`config.mk`:
```
export PLATFORM = sky130hd
export DESIGN_NAME = fetch_queue
export DESIGN_NICKNAME = d
export VERILOG_FILES = /design/src/rtl/fetch_queue.sv
export SDC_FILE = /design/constraint.sdc
export NUM_CORES = 1
export LEC_CHECK = 0
export ABC_AREA = 1
export ABC_CLOCK_PERIOD_IN_PS = 4670
export BUFFER_PORTS_ARGS = -buffer_cell sky130_fd_sc_hd__buf_2
export CAP_MARGIN = 20
export CORE_MARGIN = 4
export CORE_UTILIZATION = 61
export CTS_BUF_LIST = sky130_fd_sc_hd__clkbuf_8
export CTS_CLUSTER_DIAMETER = 100
export DETAILED_ROUTE_END_ITERATION = 8
export PLACE_DENSITY = 0.84
export SYNTH_ARGS = -nofsm -noshare
export SYNTH_HDL_FRONTEND = slang
export SYNTH_SLANG_ARGS = --single-unit
```
`constraint.sdc`:
```
create_clock -name clk -period 4.67 [get_ports clk]
set_input_delay 0.2335 -clock clk [delete_from_list [all_inputs] [get_ports clk]]
set_output_delay 0.2335 -clock clk [all_outputs]
set_load 0.05 [all_outputs]
```
`src/rtl/fetch_queue.sv`:
```
// Instruction prefetch buffer: owns the fetch PC, issues in-order imem requests and
// queues returned words with their PC for the fetch stage; flushes on redirect.
module fetch_queue #(
    parameter int          DEPTH    = 4,
    parameter logic [31:0] RESET_PC = 32'h0000_0000
) (
    input  logic        clk,
    input  logic        reset,
    output logic        imem_req_valid,
    input  logic        imem_req_ready,
    output logic [31:0] imem_req_addr,
    input  logic        imem_rsp_valid,
    input  logic [31:0] imem_rsp_data,
    input  logic        redirect,
    input  logic [31:0] redirect_pc,
    input  logic        stall,
    output logic        instr_valid,
    output logic [31:0] instr,
    output logic [31:0] pc,
    output logic [31:0] pc_plus4
);

    localparam int          CW      = $clog2(DEPTH + 1);
    localparam int          PW      = $clog2(DEPTH);
    localparam logic [31:0] NOP     = 32'h0000_0013;
    localparam logic [31:0] FPC_RST = RESET_PC & ~32'h3;
    localparam logic [CW:0] DEPTH_W = (CW + 1)'(DEPTH);
    localparam logic [CW-1:0] DEPTH_C = CW'(DEPTH);

    logic [31:0]   fpc_q, fpc_d;
    logic [31:0]   last_pc_q, last_pc_d;
    logic [PW-1:0] wr_q, wr_d, rd_q, rd_d;
    logic [PW-1:0] fwr_q, fwr_d, frd_q, frd_d;
    logic [CW-1:0] count_q, count_d, outst_q, outst_d, drop_q, drop_d;

    logic [31:0] q_pc    [DEPTH];
    logic [31:0] q_instr [DEPTH];
    logic [31:0] fl_pc   [DEPTH];

    logic [CW:0] occ;
    logic        accept, rsp_take, push, pop;

    // Dropped responses still occupy in-flight slots, so outst is capped separately
    // to keep the in-flight PC FIFO from overrunning.
    assign occ            = {1'b0, count_q} + {1'b0, outst_q} - {1'b0, drop_q};
    assign imem_req_valid = reset && !redirect && (occ < DEPTH_W) && (outst_q < DEPTH_C);
    assign imem_req_addr  = fpc_q;

    assign accept   = imem_req_valid && imem_req_ready;
    assign rsp_take = imem_rsp_valid && (outst_q != '0);
    assign push     = rsp_take && (drop_q == '0) && !redirect;
    assign pop      = !stall && instr_valid && !redirect;

    assign instr_valid = (count_q != '0);
    assign instr       = instr_valid ? q_instr[rd_q] : NOP;
    assign pc          = instr_valid ? q_pc[rd_q] : last_pc_q;
    assign pc_plus4    = pc + 32'd4;

    // The in-flight PC FIFO is never flushed: every response, dropped or not, pops it,
    // which keeps it aligned with imem order across redirects.
    always_comb begin
        fpc_d     = fpc_q;
        last_pc_d = last_pc_q;
        wr_d      = wr_q;
        rd_d      = rd_q;
        fwr_d     = fwr_q;
        frd_d     = frd_q;
        count_d   = count_q;
        outst_d   = outst_q;
        drop_d    = drop_q;
        if (rsp_take) frd_d = frd_q + 1'b1;
        if (redirect) begin
            fpc_d   = redirect_pc & ~32'h3;
            count_d = '0;
            wr_d    = '0;
            rd_d    = '0;
            outst_d = outst_q - CW'(rsp_take);
            drop_d  = outst_q - CW'(rsp_take);
        end else begin
            if (accept) begin
                fpc_d = fpc_q + 32'd4;
                fwr_d = fwr_q + 1'b1;
            end
            if (push) wr_d = wr_q + 1'b1;
            if (pop) begin
                rd_d      = rd_q + 1'b1;
                last_pc_d = q_pc[rd_q];
            end
            if (rsp_take && (drop_q != '0)) drop_d = drop_q - 1'b1;
            count_d = count_q + CW'(push) - CW'(pop);
            outst_d = outst_q + CW'(accept) - CW'(rsp_take);
        end
    end

    always_ff @(posedge clk or negedge reset) begin
        if (!reset) begin
            fpc_q     <= FPC_RST;
            last_pc_q <= RESET_PC;
            wr_q      <= '0;
            rd_q      <= '0;
            fwr_q     <= '0;
            frd_q     <= '0;
            count_q   <= '0;
            outst_q   <= '0;
            drop_q    <= '0;
        end else begin
            fpc_q     <= fpc_d;
            last_pc_q <= last_pc_d;
            wr_q      <= wr_d;
            rd_q      <= rd_d;
            fwr_q     <= fwr_d;
            frd_q     <= frd_d;
            count_q   <= count_d;
            outst_q   <= outst_d;
            drop_q    <= drop_d;
        end
    end

    always_ff @(posedge clk) begin
        if (push) begin
            q_pc[wr_q]    <= fl_pc[frd_q];
            q_instr[wr_q] <= imem_rsp_data;
        end
        if (accept) fl_pc[fwr_q] <= fpc_q;
    end

endmodule

```
======== After elaboration in Yosys (flattened, before gate mapping) ========
Memory sizes are Yosys's and may differ from the RTL's.
Index checks and enable logic that the tools add are counted.
storage, ports and cells
  memories kept ........................... 3
  word-level logic and storage cells ...... 67
  RAM bits ................................ 384
  output and inout port bits .............. 130
  register bits after elaboration ......... 81
  bits of input ports ..................... 70
memories
  name     words  bits a word  rd ports  clocked after Yosys merged registers in  write ports  RTL line  RTL
  fl_pc    4      32           1         0                                        1            38        logic [31:0] fl_pc [DEPTH];
  q_instr  4      32           1         0                                        1            37        logic [31:0] q_instr [DEPTH];
  q_pc     4      32           1         0                                        1            36        logic [31:0] q_pc [DEPTH];
cells by class
  multiplexer cells ....................... 16
  reduce and logical (&&, ||, !) cells .... 22
  $lt $le $gt $ge ......................... 2
  bitwise logic cells ..................... 1
  $add $sub $neg .......................... 14
operator list
  cell                     count
  $mux W32                 4
  $add A32 B3 Y32 const B  2
  $mux W3                  4
  $logic_and A1 B1 Y1      10
  $reduce_bool A3 Y1       3
  $sub A3 B1 Y3            3
  $add A2 B1 Y2 const B    4
  $mux W2                  4
  $reduce_bool A2 Y1       4
  $add A3 B1 Y3            2
  $add A3 B3 Y4            1
  $lt A4 B3 Y1 const B     1
  $mux W1                  4
  $reduce_and A2 Y1        2
  $sub A4 B3 Y4            1
  $logic_not A3 Y1         1
  $lt A3 B3 Y1 const B     1
  $sub A3 B1 Y3 const B    1
  $logic_not A1 Y1         2
  $not A1 Y1               1

======== Depth between registers and ports, before layout ========
  word-level depth ........................ 9
  gate-level depth with buffers ........... 20
  depth with buffers taken out ............ 18

======== Worst setup path before layout ========
No wires, ideal clock.
  path kind ............................... reg2reg
  start point ............................. reg count_q[1]
  end point ............................... mem fl_pc[0][10] (enable)
  period minus slack after synthesis ...... 4.069 ns
  buffers on the path ..................... 2
  arrival ................................. 3.652 ns
  path slack .............................. 0.601 ns
  data required time ...................... 4.253 ns
  stages on the path, launching flop included .. 14
  setup time .............................. 0.417 ns
  cells stage by stage .................... dfrtp_1 > inv_1 > fa_1 > inv_1 > ha_1 > nand3_1 > nand2_1 > xnor2_1 > nand3_1 > nor2_4 > nand2_1 > buf_2 > buf_2 > nor2_1
on the way
  cells in the longest elaborated chain, start to end .. 8
ends and longest elaborated chain
  what                               RTL line  RTL
  start: declaration                 34        logic [CW-1:0] count_q, count_d, outst_q, outst_d, drop_q, drop_d;
  start signal: assignment           113       count_q <= count_d;
  $add A3 B3 Y4                      45        assign occ = {1'b0, count_q} + {1'b0, outst_q} - {1'b0, drop_q};
  $sub A4 B3 Y4                      45
  $lt A4 B3 Y1                       46        assign imem_req_valid = reset && !redirect && (occ < DEPTH_W) && (outst_q < DEPTH_C);
  $logic_and A1 B1 Y1 (2 in series)  46
  $logic_and A1 B1 Y1                49        assign accept = imem_req_valid && imem_req_ready;
  $mux W1                            124       if (accept) fl_pc[fwr_q] <= fpc_q;
  $mux W1 (not written as such)      124
  end: declaration                   38
No other way between the ends.

======== Final worst setup path ========
  start point ............................. reg count_q[1]
  end point ............................... reg outst_q[2]
on the way
  cells in the longest elaborated chain, start to end .. 9
ends and longest elaborated chain
  what                               RTL line  RTL
  $add A3 B3 Y4                      45
  $sub A4 B3 Y4                      45
  $lt A4 B3 Y1                       46
  $logic_and A1 B1 Y1 (2 in series)  46
  $logic_and A1 B1 Y1                49
  $add A3 B1 Y3                      91        outst_d = outst_q + CW'(accept) - CW'(rsp_take);
  $sub A3 B1 Y3                      91
  $mux W3                            72        if (redirect) begin
  net outst_d[2]                     34
  end signal: assignment             114       outst_q <= outst_d;
  end: declaration                   34
The timed path passes the listed nets, and every way through them passes these cells.
A chain may end at the register's enable or synchronous reset.

==> impl_metrics.json <==
{
  "grt_pass1_vias": 15000,
  "maxCapViolCount": 0,
  "synth.largest_area_cell": "edfxtp_1",
  "power.share.clock": 0.212,
  "grt_overflow": 0,
  "yosysUniqueCellTypes": 42,
  "clk_pin_slew_ps": 60,
  "syn2layout_area_growth_pct": 16.7,
  "antenna_found_initial": 0,
  "synth_top_family_by_area": "simple AND/OR/NAND/NOR gates",
  "clk_latency_ps": 590,
  "path_class": "flop to flop",
  "drt-pass1-iter-count": 5,
  "internal_power_mw": 8.27,
  "synthFlopType": "edfxtp_1",
  "drtIter0Drc": 1437,
  "cp.arrival_ps": 4600,
  "status": "finished, final reports clean",
  "place_congestion": 0.898,
  "ys_seq_area_frac": 0.659,
  "yosys_warnings": 0,
  "die_y_um": 188,
  "layout.nets": 2228,
  "cts.sinks": 445,
  "hold_violations": 0,
  "dieArea_mm2": 0.0352,
  "cts_tree": "built",
  "clockBufferDepth": 3,
  "min_period_over_period": 0.891,
  "core_area_mm2": 0.0317,
  "slew_headroom": 0.322,
  "vias": 14900,
  "initial_core_util": 0.621,
  "hold_path_depth": 4,
  "fillers": 1993,
  "finalSetupViolations": 0,
  "synth_fa_ha_area_frac": 0.0174,
  "yosys.area_share.simple": 0.202,
  "cts_made_buffers": 69,
  "switching_share": 0.470,
  "dp.cells": 2400,
  "power-per-cell-area_mw_per_mm2": 680,
  "synth_edf_count": 368,
  "port_buffers": 191,
  "pwr-share-seq": 0.337,
  "power_frac_comb": 0.451,
  "period_minus_slack_ps": 4160,
  "rr_worst_depth": 16,
  "viasPerCell": 5.77,
  "hpwlAfterDp_mm": 28.4,
  "ir_worst_vdd_mv": 0.795,
  "p_leak_nw": 9.14,
  "hold_path.class": "input port to flop",
  "p_switching_mw": 7.34,
  "drc": 0,
  "antenna_cells": 0,
  "instances_no_fill": 2590,
  "tns_ps": 0,
  "grt_usage": 0.272,
  "syn_area_per_cell_um2": 10.5,
  "fmax_mhz": 240,
  "synth_area_mm2": 0.0197,
  "crit_required_ps": 5110,
  "wl_per_cell_um": 18.9,
  "h-tree-depth": 3,
  "drtAntennaViolNets": 0,
  "grt_max_degree": 79,
  "drt-total-wl_mm": 48.9,
  "yosysMostFrequentCell": "nand2_1",
  "async_flop_share": 0.173,
  "synth-compound-area-share": 0.0618,
  "reg2reg_slack_ps": 510,
  "netlist_instances": 1874,
  "drv_slew": 0,
  "io_pins": 200,
  "tightest_slew_ps": 1020,
  "synthXorXnorAreaFrac": 0.0178,
  "std_cell_rows": 65,
  "yosys-top-cells-area": "edfxtp_1, dfrtp_1, nand2_1",
  "seqCellArea_mm2": 0.0130,
  "root_buffer": "clkbuf_8",
  "multi_input_area_mm2": 0.00596,
  "synth_mux_area_frac": 0,
  "synth_common_cells": "nand2_1, edfxtp_1, nor2_1",
  "yosysTopAreaCellShare": 0.561,
  "cp-end-kind": "flop",
  "post_cts_buffers": 0,
  "skew_ps": 40.0,
  "crit_path_max_fanout": 19,
  "startpoint_type": "flop",
  "grt_pass1_wl_mm": 76.9,
  "final_layout_size_suffix_gt1_frac": 0.163,
  "die_x_um": 188,
  "rsz0062_at_grt": "no",
  "ys_ff_latch": 445
}
layer usage:
metal	track usage	up-vias	routed length, um
met1	0.347	7023	18900
met3	0.0555	143	4350
met5	0	-	0
met4	0.113	0	1490
met2	0.460	854	24100
li1	-	6921	-
path summary, 6_finish.rpt:
check	start	endpoint
max reg2reg	count_q[1]	outst_q[2]
max	count_q[1]	outst_q[2]
min reg2reg	last_pc_q[15]	last_pc_q[15]
max in group asynchronous	reset	last_pc_q[12]
min	stall	rd_q[0]
min in group asynchronous	reset	outst_q[0]
per-stage QoR:
stage                     cell area, um2  utilization  worst slack [ps]  hold slack, ps  total power, mW
after global routing               23000        0.724               201            92.7             16.4
after detailed placement           20900        0.660               631             264             12.2
after floorplan                    19700            -               601           -62.1             10.5
final                              23000        0.724               508            80.6             15.6
after global placement             20900        0.660               729             261             12.0
after CTS                          23000        0.724               588            46.6             15.5
placed cells by master (no fill, tap or decap), types with 18 or more instances in the layout:
| cell | instances |
|---|---|
| buf_2 | 190 |
| edfxtp_1 | 368 |
| o21ai_0 | 155 |
| nand2_2 | 18 |
| inv_1 | 101 |
| clkbuf_8 | 70 |
| xor2_1 | 27 |
| dlygate4sd3_1 | 64 |
| buf_4 | 24 |
| nor3_1 | 20 |
| ha_1 | 21 |
| o22ai_1 | 30 |
| nor2_1 | 268 |
| a21oi_1 | 35 |
| nand2_1 | 420 |
| dfrtp_1 | 75 |
| nand3_1 | 188 |
final cells by class:
class | instances | area share
inverter | 85 | 0.0143
clock inverter | 56 | 0.0194
timing repair buffer | 279 | 0.0780
sequential | 445 | 0.565
clock buffer | 70 | 0.0419
tap | 402 | 0.0219
multi-input combinational | 1253 | 0.259
cells by family (layout without fill, tap and decap cells):
logic type / count (synthesis) / in the layout
fa+ha+maj: 25 / 25
compound gates: 230 / 230
simple gates: 952 / 952
other cells: 1 / 6
buf+inv: 181 / 490
xor+xnor: 40 / 40
flops: 445 / 445
power groups by stage:
stage	Sequential (mW)	Combinational, mW	Clock, mW
2_1_floorplan	5.43	5.04	0
3_3_place_gp	5.30	6.73	0
3_5_place_dp	5.32	6.90	0
4_1_cts	5.25	6.98	3.32
5_1_grt	5.30	7.52	3.53
6_report	5.26	7.05	3.31
critical path, stage by stage (launching register included):
cell	delay, ps
dfrtp_1	410
inv_1	120
fa_1	540
inv_1	40
ha_1	270
nand3_1	80
nand2_1	100
xnor2_1	150
nand3_1	130
nor2_4	440
nand2_1	420
ha_1	440
inv_1	40
ha_1	180
fa_1	410
nor2_1	150
o21ai_0	110
state kept, by name (all words and copies together), names as in the netlist:
register       cells
count_q            3
q_instr          128
outst_q            3
last_pc_q         30
frd_q              2
drop_q             3
imem_req_addr     30
wr_q               2
fwr_q              2
rd_q               2
q_pc             120
fl_pc            120
timing repair:
item	CTS	global route
endpoints found under the hold margin	201	0
hold buffers	64	0
gates resized for setup	0	0
No activity file was read; power rests on OpenSTA's default activity.
